**config.mk**
```make
export PLATFORM = sky130hd
export DESIGN_NAME = seq_mac_arbiter_flat
export DESIGN_NICKNAME = d
export VERILOG_FILES = /design/src/rtl/seq_mac_arbiter_if.sv /design/src/rtl/seq_mac_arbiter.sv /design/src/flat_wrapper.sv
export SDC_FILE = /design/constraint.sdc
export NUM_CORES = 1
export LEC_CHECK = 0
export CORE_AREA = 2 2 230 232
export DETAILED_ROUTE_END_ITERATION = 8
export DIE_AREA = 0 0 232 234
export SETUP_SLACK_MARGIN = 0.5
export SYNTH_ARGS = -nofsm -noshare
export SYNTH_HDL_FRONTEND = slang
export SYNTH_SLANG_ARGS = --single-unit
```
**constraint.sdc**
```tcl
create_clock -name clk_i -period 4.6 [get_ports clk_i]
set_input_delay 0.92 -clock clk_i [delete_from_list [all_inputs] [get_ports clk_i]]
set_output_delay 0.92 -clock clk_i [all_outputs]
set_load 0.05 [all_outputs]
```
**src/rtl/seq_mac_arbiter_if.sv**
```systemverilog
// Bundle of requester-side and MAC-side signals for seq_mac_arbiter.
// Signal suffixes (_i/_o) are named from the arbiter's point of view.
interface seq_mac_arbiter_if #(
  parameter int NUM_REQ   = 4,
  parameter int K         = 2,
  parameter int MAX_WIDTH = 16
);
  localparam int VW = K * MAX_WIDTH;
  localparam int DW = 2 * MAX_WIDTH;

  logic        [NUM_REQ-1:0]    req_valid_i;
  logic        [NUM_REQ-1:0]    req_ready_o;
  logic signed [NUM_REQ*VW-1:0] req_row_i;
  logic signed [NUM_REQ*VW-1:0] req_column_i;
  logic signed [NUM_REQ*DW-1:0] req_c_i;
  logic        [NUM_REQ*5-1:0]  req_bitsize_i;
  logic        [NUM_REQ-1:0]    resp_valid_o;
  logic        [NUM_REQ-1:0]    resp_ready_i;
  logic signed [DW-1:0]         resp_data_o;
  logic                         resp_err_o;
  logic signed [VW-1:0]         mac_row_o;
  logic signed [VW-1:0]         mac_column_o;
  logic signed [DW-1:0]         mac_c_o;
  logic        [4:0]            mac_bitsize_o;
  logic                         mac_valid_o;
  logic                         mac_ready_i;
  logic                         mac_valid_i;
  logic                         mac_ready_o;
  logic signed [DW-1:0]         mac_result_i;

  modport slave (
    input  req_valid_i, req_row_i, req_column_i, req_c_i, req_bitsize_i, resp_ready_i,
           mac_ready_i, mac_valid_i, mac_result_i,
    output req_ready_o, resp_valid_o, resp_data_o, resp_err_o,
           mac_row_o, mac_column_o, mac_c_o, mac_bitsize_o, mac_valid_o, mac_ready_o
  );

  modport master (
    output req_valid_i, req_row_i, req_column_i, req_c_i, req_bitsize_i, resp_ready_i,
           mac_ready_i, mac_valid_i, mac_result_i,
    input  req_ready_o, resp_valid_o, resp_data_o, resp_err_o,
           mac_row_o, mac_column_o, mac_c_o, mac_bitsize_o, mac_valid_o, mac_ready_o
  );
endinterface

```
**src/rtl/seq_mac_arbiter.sv**
```systemverilog
// Round-robin arbiter sharing one sequential multiply-adder among NUM_REQ requesters,
// with a single outstanding operation, bitsize screening and a WAIT timeout.
module seq_mac_arbiter #(
  parameter int NUM_REQ   = 4,
  parameter int K         = 2,
  parameter int MAX_WIDTH = 16,
  parameter int TIMEOUT   = 255
) (
  input  logic             clk_i,
  input  logic             rst_i,
  seq_mac_arbiter_if.slave bus
);
  localparam int VW = K * MAX_WIDTH;
  localparam int DW = 2 * MAX_WIDTH;
  localparam int PW = (NUM_REQ > 1) ? $clog2(NUM_REQ) : 1;
  localparam int CW = (TIMEOUT > 0) ? $clog2(TIMEOUT + 1) : 1;

  typedef enum logic [1:0] {IDLE, ISSUE, WAIT, RESP} state_t;

  state_t             r_state, w_state_next;
  logic [PW-1:0]      r_rr_ptr, r_owner, w_grant_idx, w_cand;
  logic [PW:0]        w_sum;
  logic               w_grant_found, w_grant_legal;
  logic [CW-1:0]      r_cnt;
  logic [DW-1:0]      r_data, r_c;
  logic               r_err;
  logic [VW-1:0]      r_row, r_col;
  logic [4:0]         r_bitsize;
  logic [NUM_REQ-1:0] w_req_ready, w_resp_valid;
  logic               w_mac_valid, w_mac_ready;

  logic [VW-1:0] w_row [NUM_REQ];
  logic [VW-1:0] w_col [NUM_REQ];
  logic [DW-1:0] w_c   [NUM_REQ];
  logic [4:0]    w_bs  [NUM_REQ];

  for (genvar gi = 0; gi < NUM_REQ; gi++) begin : g_slice
    assign w_row[gi] = bus.req_row_i[gi*VW +: VW];
    assign w_col[gi] = bus.req_column_i[gi*VW +: VW];
    assign w_c[gi]   = bus.req_c_i[gi*DW +: DW];
    assign w_bs[gi]  = bus.req_bitsize_i[gi*5 +: 5];
  end

  function automatic logic legal_bitsize(input logic [4:0] b);
    return ((b == 5'd2) || (b == 5'd4) || (b == 5'd8) || (b == 5'd16)) &&
           (int'(b) <= MAX_WIDTH);
  endfunction

  // Walk downward so the lowest offset from r_rr_ptr wins the last assignment.
  always_comb begin
    w_grant_found = 1'b0;
    w_grant_idx   = '0;
    w_sum         = '0;
    w_cand        = '0;
    for (int k = NUM_REQ - 1; k >= 0; k--) begin
      w_sum = {1'b0, r_rr_ptr} + (PW+1)'(k);
      if (w_sum >= (PW+1)'(NUM_REQ)) w_sum = w_sum - (PW+1)'(NUM_REQ);
      w_cand = w_sum[PW-1:0];
      if (bus.req_valid_i[w_cand]) begin
        w_grant_found = 1'b1;
        w_grant_idx   = w_cand;
      end
    end
  end

  assign w_grant_legal = legal_bitsize(w_bs[w_grant_idx]);

  always_comb begin
    w_state_next = r_state;
    w_req_ready  = '0;
    w_resp_valid = '0;
    w_mac_valid  = 1'b0;
    w_mac_ready  = 1'b0;
    case (r_state)
      IDLE: begin
        w_mac_ready = 1'b1;  // drain a result arriving after a timeout
        if (w_grant_found) begin
          w_req_ready[w_grant_idx] = 1'b1;
          w_state_next = w_grant_legal ? ISSUE : RESP;
        end
      end
      ISSUE: begin
        w_mac_valid = 1'b1;
        if (bus.mac_ready_i) w_state_next = WAIT;
      end
      WAIT: begin
        w_mac_ready = 1'b1;
        if (bus.mac_valid_i || (r_cnt == CW'(TIMEOUT))) w_state_next = RESP;
      end
      RESP: begin
        w_resp_valid[r_owner] = 1'b1;
        if (bus.resp_ready_i[r_owner]) w_state_next = IDLE;
      end
      default: w_state_next = IDLE;
    endcase
  end

  always_ff @(posedge clk_i) begin
    if (rst_i) begin
      r_state   <= IDLE;
      r_rr_ptr  <= '0;
      r_owner   <= '0;
      r_cnt     <= '0;
      r_data    <= '0;
      r_err     <= 1'b0;
      r_row     <= '0;
      r_col     <= '0;
      r_c       <= '0;
      r_bitsize <= '0;
    end else begin
      r_state <= w_state_next;
      case (r_state)
        IDLE: begin
          if (w_grant_found) begin
            r_owner   <= w_grant_idx;
            r_row     <= w_row[w_grant_idx];
            r_col     <= w_col[w_grant_idx];
            r_c       <= w_c[w_grant_idx];
            r_bitsize <= w_bs[w_grant_idx];
            if (!w_grant_legal) begin
              r_err  <= 1'b1;
              r_data <= '0;
            end
          end
        end
        ISSUE: begin
          if (bus.mac_ready_i) r_cnt <= '0;
        end
        WAIT: begin
          // A result in the timeout cycle still counts as a good response.
          if (bus.mac_valid_i) begin
            r_data <= bus.mac_result_i;
            r_err  <= 1'b0;
          end else if (r_cnt == CW'(TIMEOUT)) begin
            r_data <= '0;
            r_err  <= 1'b1;
          end else begin
            r_cnt <= r_cnt + 1'b1;
          end
        end
        RESP: begin
          if (bus.resp_ready_i[r_owner])
            r_rr_ptr <= (r_owner == PW'(NUM_REQ - 1)) ? '0 : r_owner + 1'b1;
        end
        default: ;
      endcase
    end
  end

  assign bus.req_ready_o   = rst_i ? '0 : w_req_ready;
  assign bus.resp_valid_o  = rst_i ? '0 : w_resp_valid;
  assign bus.mac_valid_o   = rst_i ? 1'b0 : w_mac_valid;
  assign bus.mac_ready_o   = rst_i ? 1'b0 : w_mac_ready;
  assign bus.resp_data_o   = r_data;
  assign bus.resp_err_o    = r_err;
  assign bus.mac_row_o     = r_row;
  assign bus.mac_column_o  = r_col;
  assign bus.mac_c_o       = r_c;
  assign bus.mac_bitsize_o = r_bitsize;
endmodule
```
**src/flat_wrapper.sv**
```systemverilog
// flat-port wrapper written by rule: the top's interface ports become plain ports
module seq_mac_arbiter_flat 
#(
  parameter int NUM_REQ   = 4,
  parameter int K         = 2,
  parameter int MAX_WIDTH = 16,
  parameter int TIMEOUT   = 255
)
  (clk_i, rst_i, bus_req_valid_i, bus_req_row_i, bus_req_column_i, bus_req_c_i, bus_req_bitsize_i, bus_resp_ready_i, bus_mac_ready_i, bus_mac_valid_i, bus_mac_result_i, bus_req_ready_o, bus_resp_valid_o, bus_resp_data_o, bus_resp_err_o, bus_mac_row_o, bus_mac_column_o, bus_mac_c_o, bus_mac_bitsize_o, bus_mac_valid_o, bus_mac_ready_o);
  seq_mac_arbiter_if #(.NUM_REQ(NUM_REQ), .K(K), .MAX_WIDTH(MAX_WIDTH)) bus_i ();
  input  logic clk_i;
  input  logic rst_i;
  input wire logic [$bits(bus_i.req_valid_i)-1:0] bus_req_valid_i;
  input wire logic [$bits(bus_i.req_row_i)-1:0] bus_req_row_i;
  input wire logic [$bits(bus_i.req_column_i)-1:0] bus_req_column_i;
  input wire logic [$bits(bus_i.req_c_i)-1:0] bus_req_c_i;
  input wire logic [$bits(bus_i.req_bitsize_i)-1:0] bus_req_bitsize_i;
  input wire logic [$bits(bus_i.resp_ready_i)-1:0] bus_resp_ready_i;
  input wire logic [$bits(bus_i.mac_ready_i)-1:0] bus_mac_ready_i;
  input wire logic [$bits(bus_i.mac_valid_i)-1:0] bus_mac_valid_i;
  input wire logic [$bits(bus_i.mac_result_i)-1:0] bus_mac_result_i;
  output wire logic [$bits(bus_i.req_ready_o)-1:0] bus_req_ready_o;
  output wire logic [$bits(bus_i.resp_valid_o)-1:0] bus_resp_valid_o;
  output wire logic [$bits(bus_i.resp_data_o)-1:0] bus_resp_data_o;
  output wire logic [$bits(bus_i.resp_err_o)-1:0] bus_resp_err_o;
  output wire logic [$bits(bus_i.mac_row_o)-1:0] bus_mac_row_o;
  output wire logic [$bits(bus_i.mac_column_o)-1:0] bus_mac_column_o;
  output wire logic [$bits(bus_i.mac_c_o)-1:0] bus_mac_c_o;
  output wire logic [$bits(bus_i.mac_bitsize_o)-1:0] bus_mac_bitsize_o;
  output wire logic [$bits(bus_i.mac_valid_o)-1:0] bus_mac_valid_o;
  output wire logic [$bits(bus_i.mac_ready_o)-1:0] bus_mac_ready_o;
  assign bus_i.req_valid_i = bus_req_valid_i;
  assign bus_i.req_row_i = bus_req_row_i;
  assign bus_i.req_column_i = bus_req_column_i;
  assign bus_i.req_c_i = bus_req_c_i;
  assign bus_i.req_bitsize_i = bus_req_bitsize_i;
  assign bus_i.resp_ready_i = bus_resp_ready_i;
  assign bus_i.mac_ready_i = bus_mac_ready_i;
  assign bus_i.mac_valid_i = bus_mac_valid_i;
  assign bus_i.mac_result_i = bus_mac_result_i;
  assign bus_req_ready_o = bus_i.req_ready_o;
  assign bus_resp_valid_o = bus_i.resp_valid_o;
  assign bus_resp_data_o = bus_i.resp_data_o;
  assign bus_resp_err_o = bus_i.resp_err_o;
  assign bus_mac_row_o = bus_i.mac_row_o;
  assign bus_mac_column_o = bus_i.mac_column_o;
  assign bus_mac_c_o = bus_i.mac_c_o;
  assign bus_mac_bitsize_o = bus_i.mac_bitsize_o;
  assign bus_mac_valid_o = bus_i.mac_valid_o;
  assign bus_mac_ready_o = bus_i.mac_ready_o;
  seq_mac_arbiter #(.NUM_REQ(NUM_REQ), .K(K), .MAX_WIDTH(MAX_WIDTH), .TIMEOUT(TIMEOUT)) u_core (.clk_i(clk_i), .rst_i(rst_i), .bus(bus_i));
endmodule
```
==> impl_metrics.json, run 1 <==
{
  "cts_tree": "built",
  "antenna_found_initial": 3,
  "switchingPower_uw": 3582,
  "final_area_sq_mm": 0.01596,
  "die_h_um": 234,
  "startpoint": "bus_req_valid_i[3]",
  "drv_cap": 0,
  "skew_ns": 0.01529,
  "drtIter0Drc": 547,
  "postCtsResizedCells": 0,
  "io_buffers": 591,
  "globalplace.congestion": 0.9020,
  "cts_buffers": 17,
  "relSlewSlack_pct": 41.14,
  "postRouteAntennaNets": 0,
  "final_nets": 2363,
  "fin_setup_tns_ns": 0,
  "grt_pass1_wl_mm": 67.06,
  "seq_area_frac_synth_pct": 33.79,
  "place_area_sq_mm": 0.01538,
  "endpoint_kind": "primary output",
  "syn-num-nets": 1845,
  "path_cells": "clkdlybuf4s50_1 > nor2_1 > or4b_1 > buf_4 > and2_4 > nor4_2 > buf_12",
  "ys_warn_count": 0,
  "start_util_pct": 16.86,
  "grt_overflow": 0,
  "crit_required_ns": 3.68,
  "via_count": 11540,
  "synth_cells": 1387,
  "min_path_cells": 2,
  "routed_wl_mm": 45.94,
  "area_growth_pct": 82.01,
  "drc": 0,
  "fin_crit_sh_pct": 87.59,
  "core_area_sq_mm": 0.05202,
  "clk_pin_slew_worst_paths_ns": 0.06,
  "crit_fanout": 12,
  "total_power_uw": 7500,
  "cpMaxStageDelayCell": "clkdlybuf4s50_1",
  "multi_input_area_sq_mm": 0.005381,
  "worstPathArrival_ns": 3.11,
  "num_rows": 84,
  "synthFlopType": "dfxtp_1",
  "clk_path_buf_depth": 2,
  "grtUsageTotal_pct": 16.46,
  "critPathLaunchType": "primary input",
  "synth_area_sq_mm": 0.008770,
  "synthArstFlopShare_pct": 0,
  "setup.worst_path.end": "bus_req_ready_o[1]",
  "root_buffer": "clkbuf_16",
  "grt_pass1_vias": 11170,
  "clk_latency_ns": 0.48,
  "grt_setup_unrepaired": "false",
  "die_w_um": 232,
  "synth_edf_count": 0,
  "grt_max_degree": 122,
  "p_comb_share_pct": 56.3,
  "finalHoldViolCount": 0,
  "r2r-start": "u_core.r_rr_ptr[0]",
  "fillCellCount": 5603,
  "p_int_uw": 3917,
  "routed_via_density": 4.433,
  "num_antenna_cells": 0,
  "ios": 592,
  "synth.distinct_cells": 44,
  "crit_type": "primary input to primary output",
  "clock_sinks": 148,
  "htreeDepth": 4,
  "slew_viol_final": 0,
  "dr.pass1.iters": 5,
  "clockPowerShare_pct": 19.6,
  "instances_no_fill": 2604,
  "power_leakage_uw": 0.006152,
  "finalSetupViolCount": 0,
  "ys_ff_latch": 148,
  "ir_drop_uv": 280.9,
  "synth_area_per_cell_sq_um": 6.323,
  "reg2reg_depth": 10,
  "post_cts_buffers": 0,
  "layout-drive-gt1-share_pct": 3.758,
  "hp-class": "flip-flop to flip-flop",
  "worstMarginPinSlew_ns": 0.8802,
  "power_density_mw_per_mm2": 469.8,
  "cpPeakStageDelay_ns": 0.54,
  "fin_crit_ns": 4.029,
  "die_area_sq_mm": 0.05429,
  "r2r_end": "u_core.bus.resp_data_o[27]",
  "status": "completed",
  "fmax_mhz": 248.2,
  "final_util_pct": 30.68,
  "hold_buffers": 0,
  "dpl.cell_count": 2574,
  "seqPwrFrac_pct": 24.1,
  "seq_area_sq_mm": 0.002963,
  "routedWlPerCell_um": 17.64,
  "hpwl_mm": 34.89,
  "worst-r2r-setup-slack_ns": 1.41,
  "swShare_pct": 47.76
}
-- registers in the layout (all words and copies together) (netlist names) --
signal,count
u_core.bus.mac_c_o,32
u_core.r_cnt,8
u_core.r_state,2
u_core.bus.resp_data_o,32
u_core.bus.mac_column_o,32
u_core.bus.resp_err_o,1
u_core.bus.mac_row_o,32
u_core.r_owner,2
u_core.r_rr_ptr,2
u_core.bus.mac_bitsize_o,5
-- synth_stat cells, types with 2 or more instances --
| library cell | count | area [sq um] |
|---|---|---|
| nand2_1 | 569 | 2136 |
| nand3_1 | 297 | 1486 |
| dfxtp_1 | 148 | 2963 |
| a21oi_1 | 105 | 525.5 |
| clkbuf_1 | 97 | 364.1 |
| mux2i_1 | 34 | 340.3 |
| nor2_1 | 24 | 90.09 |
| buf_1 | 11 | 41.29 |
| ha_1 | 10 | 125.1 |
| nor4_1 | 9 | 56.30 |
| inv_1 | 8 | 30.03 |
| nor2b_1 | 8 | 50.05 |
| and3_1 | 5 | 31.28 |
| a221oi_1 | 4 | 35.03 |
| nand4_1 | 4 | 25.02 |
| nor3b_1 | 4 | 30.03 |
| xor2_1 | 4 | 35.03 |
| a211oi_1 | 3 | 22.52 |
| a21bo_2 | 3 | 30.03 |
| a32oi_1 | 3 | 26.28 |
| and2_1 | 3 | 18.77 |
| buf_2 | 3 | 15.01 |
| buf_6 | 3 | 33.78 |
| o21ai_0 | 3 | 15.01 |
| a211o_1 | 2 | 17.52 |
| a31oi_1 | 2 | 12.51 |
| nand2b_1 | 2 | 12.51 |
| nor4b_1 | 2 | 17.52 |
| xnor2_1 | 2 | 17.52 |
-- how the worst min path moves through the flow --
stage | startpoint | slack [ns] | to
after floorplan | u_core.r_rr_ptr[0] | 0.45 | u_core.r_rr_ptr[0]
after global placement | u_core.bus.mac_row_o[25] | 0.44 | u_core.bus.mac_row_o[25]
after detailed placement | u_core.bus.mac_c_o[11] | 0.45 | u_core.bus.mac_c_o[11]
after CTS | u_core.bus.mac_column_o[27] | 0.46 | u_core.bus.mac_column_o[27]
after global routing | u_core.bus.mac_c_o[9] | 0.47 | u_core.bus.mac_c_o[9]
final | u_core.bus.mac_c_o[9] | 0.45 | u_core.bus.mac_c_o[9]
-- layer usage --
metal	routed length, um	track usage, %	part of all wire, %
met3	3552	4.767	7.7
met5	12	0	0.026
met1	18710	19.28	41
met2	22330	28.23	49
met4	1336	6.530	2.9
-- metrics by stage --
step	setup WS (ns)	hold slack, ns
3_5_place_dp	0.3742	0.4457
4_1_cts	0.5824	0.4552
2_1_floorplan	0.06923	0.4456
6_report	0.5708	0.4535
3_3_place_gp	0.4560	0.4421
5_1_grt	0.5166	0.4678
-- area by class of cell --
cell class / instances / share of cell area (%)
clock buffer: 20 / 2.861
timing repair buffer: 613 / 38.49
tap: 688 / 5.393
multi-input combinational: 1117 / 33.71
clock inverter: 10 / 0.7917
sequential: 148 / 18.56
inverter: 8 / 0.1881
-- layout by cell type (no fill, tap or decap), types with 4 or more instances in the layout --
master,n
a21oi_1,105
xor2_1,4
buf_4,21
buf_12,6
nor4_1,7
clkbuf_16,17
nor2b_1,7
nand3_1,297
a221oi_1,4
nor3b_1,4
dfxtp_1,148
ha_1,10
nand4_1,4
inv_1,8
clkdlybuf4s50_1,586
and3_1,5
nor2_1,23
nand2_1,567
mux2i_1,34
-- cell families (layout without fill, tap and decap cells) --
kind of cell    after synthesis  count (layout)  share of synthesized area [%]
fa+ha+maj                    10              10                          1.427
buf+inv                     122             651                          5.521
xor+xnor                      6               6                         0.5992
simple gates                931             931                          45.46
mux                          36              36                          4.266
flops                       148             148                          33.79
compound gates              134             134                          8.946
-- worst max-delay path, delay by kind of cell --
| kind | cells | cell delay [ns] |
|---|---|---|
| buffers and inverters | 3 | 0.94 |
| AND/OR/NAND/NOR | 4 | 1.23 |
-- power groups by stage --
stage          Clock (uW)  Sequential (uW)  Combinational (uW)
6_report             1470             1800                4230
5_1_grt              1570             1850                4530
4_1_cts              1530             1810                4280
3_5_place_dp            0             1830                4260
3_3_place_gp            0             1820                4240
2_1_floorplan           0             2860                1560
Power figures use the tool's default switching activity.
==> run 2, diff against run 1 <==
- GPL_TIMING_DRIVEN: unset -> 1
==> results of run 2 <==
Final layout, timing and power as in run 1 (identical DEF).
==> run 3, diff against run 2 <==
- CAP_MARGIN: unset -> 25
==> results of run 3 <==
Final layout, timing and power as in run 1 (identical DEF).
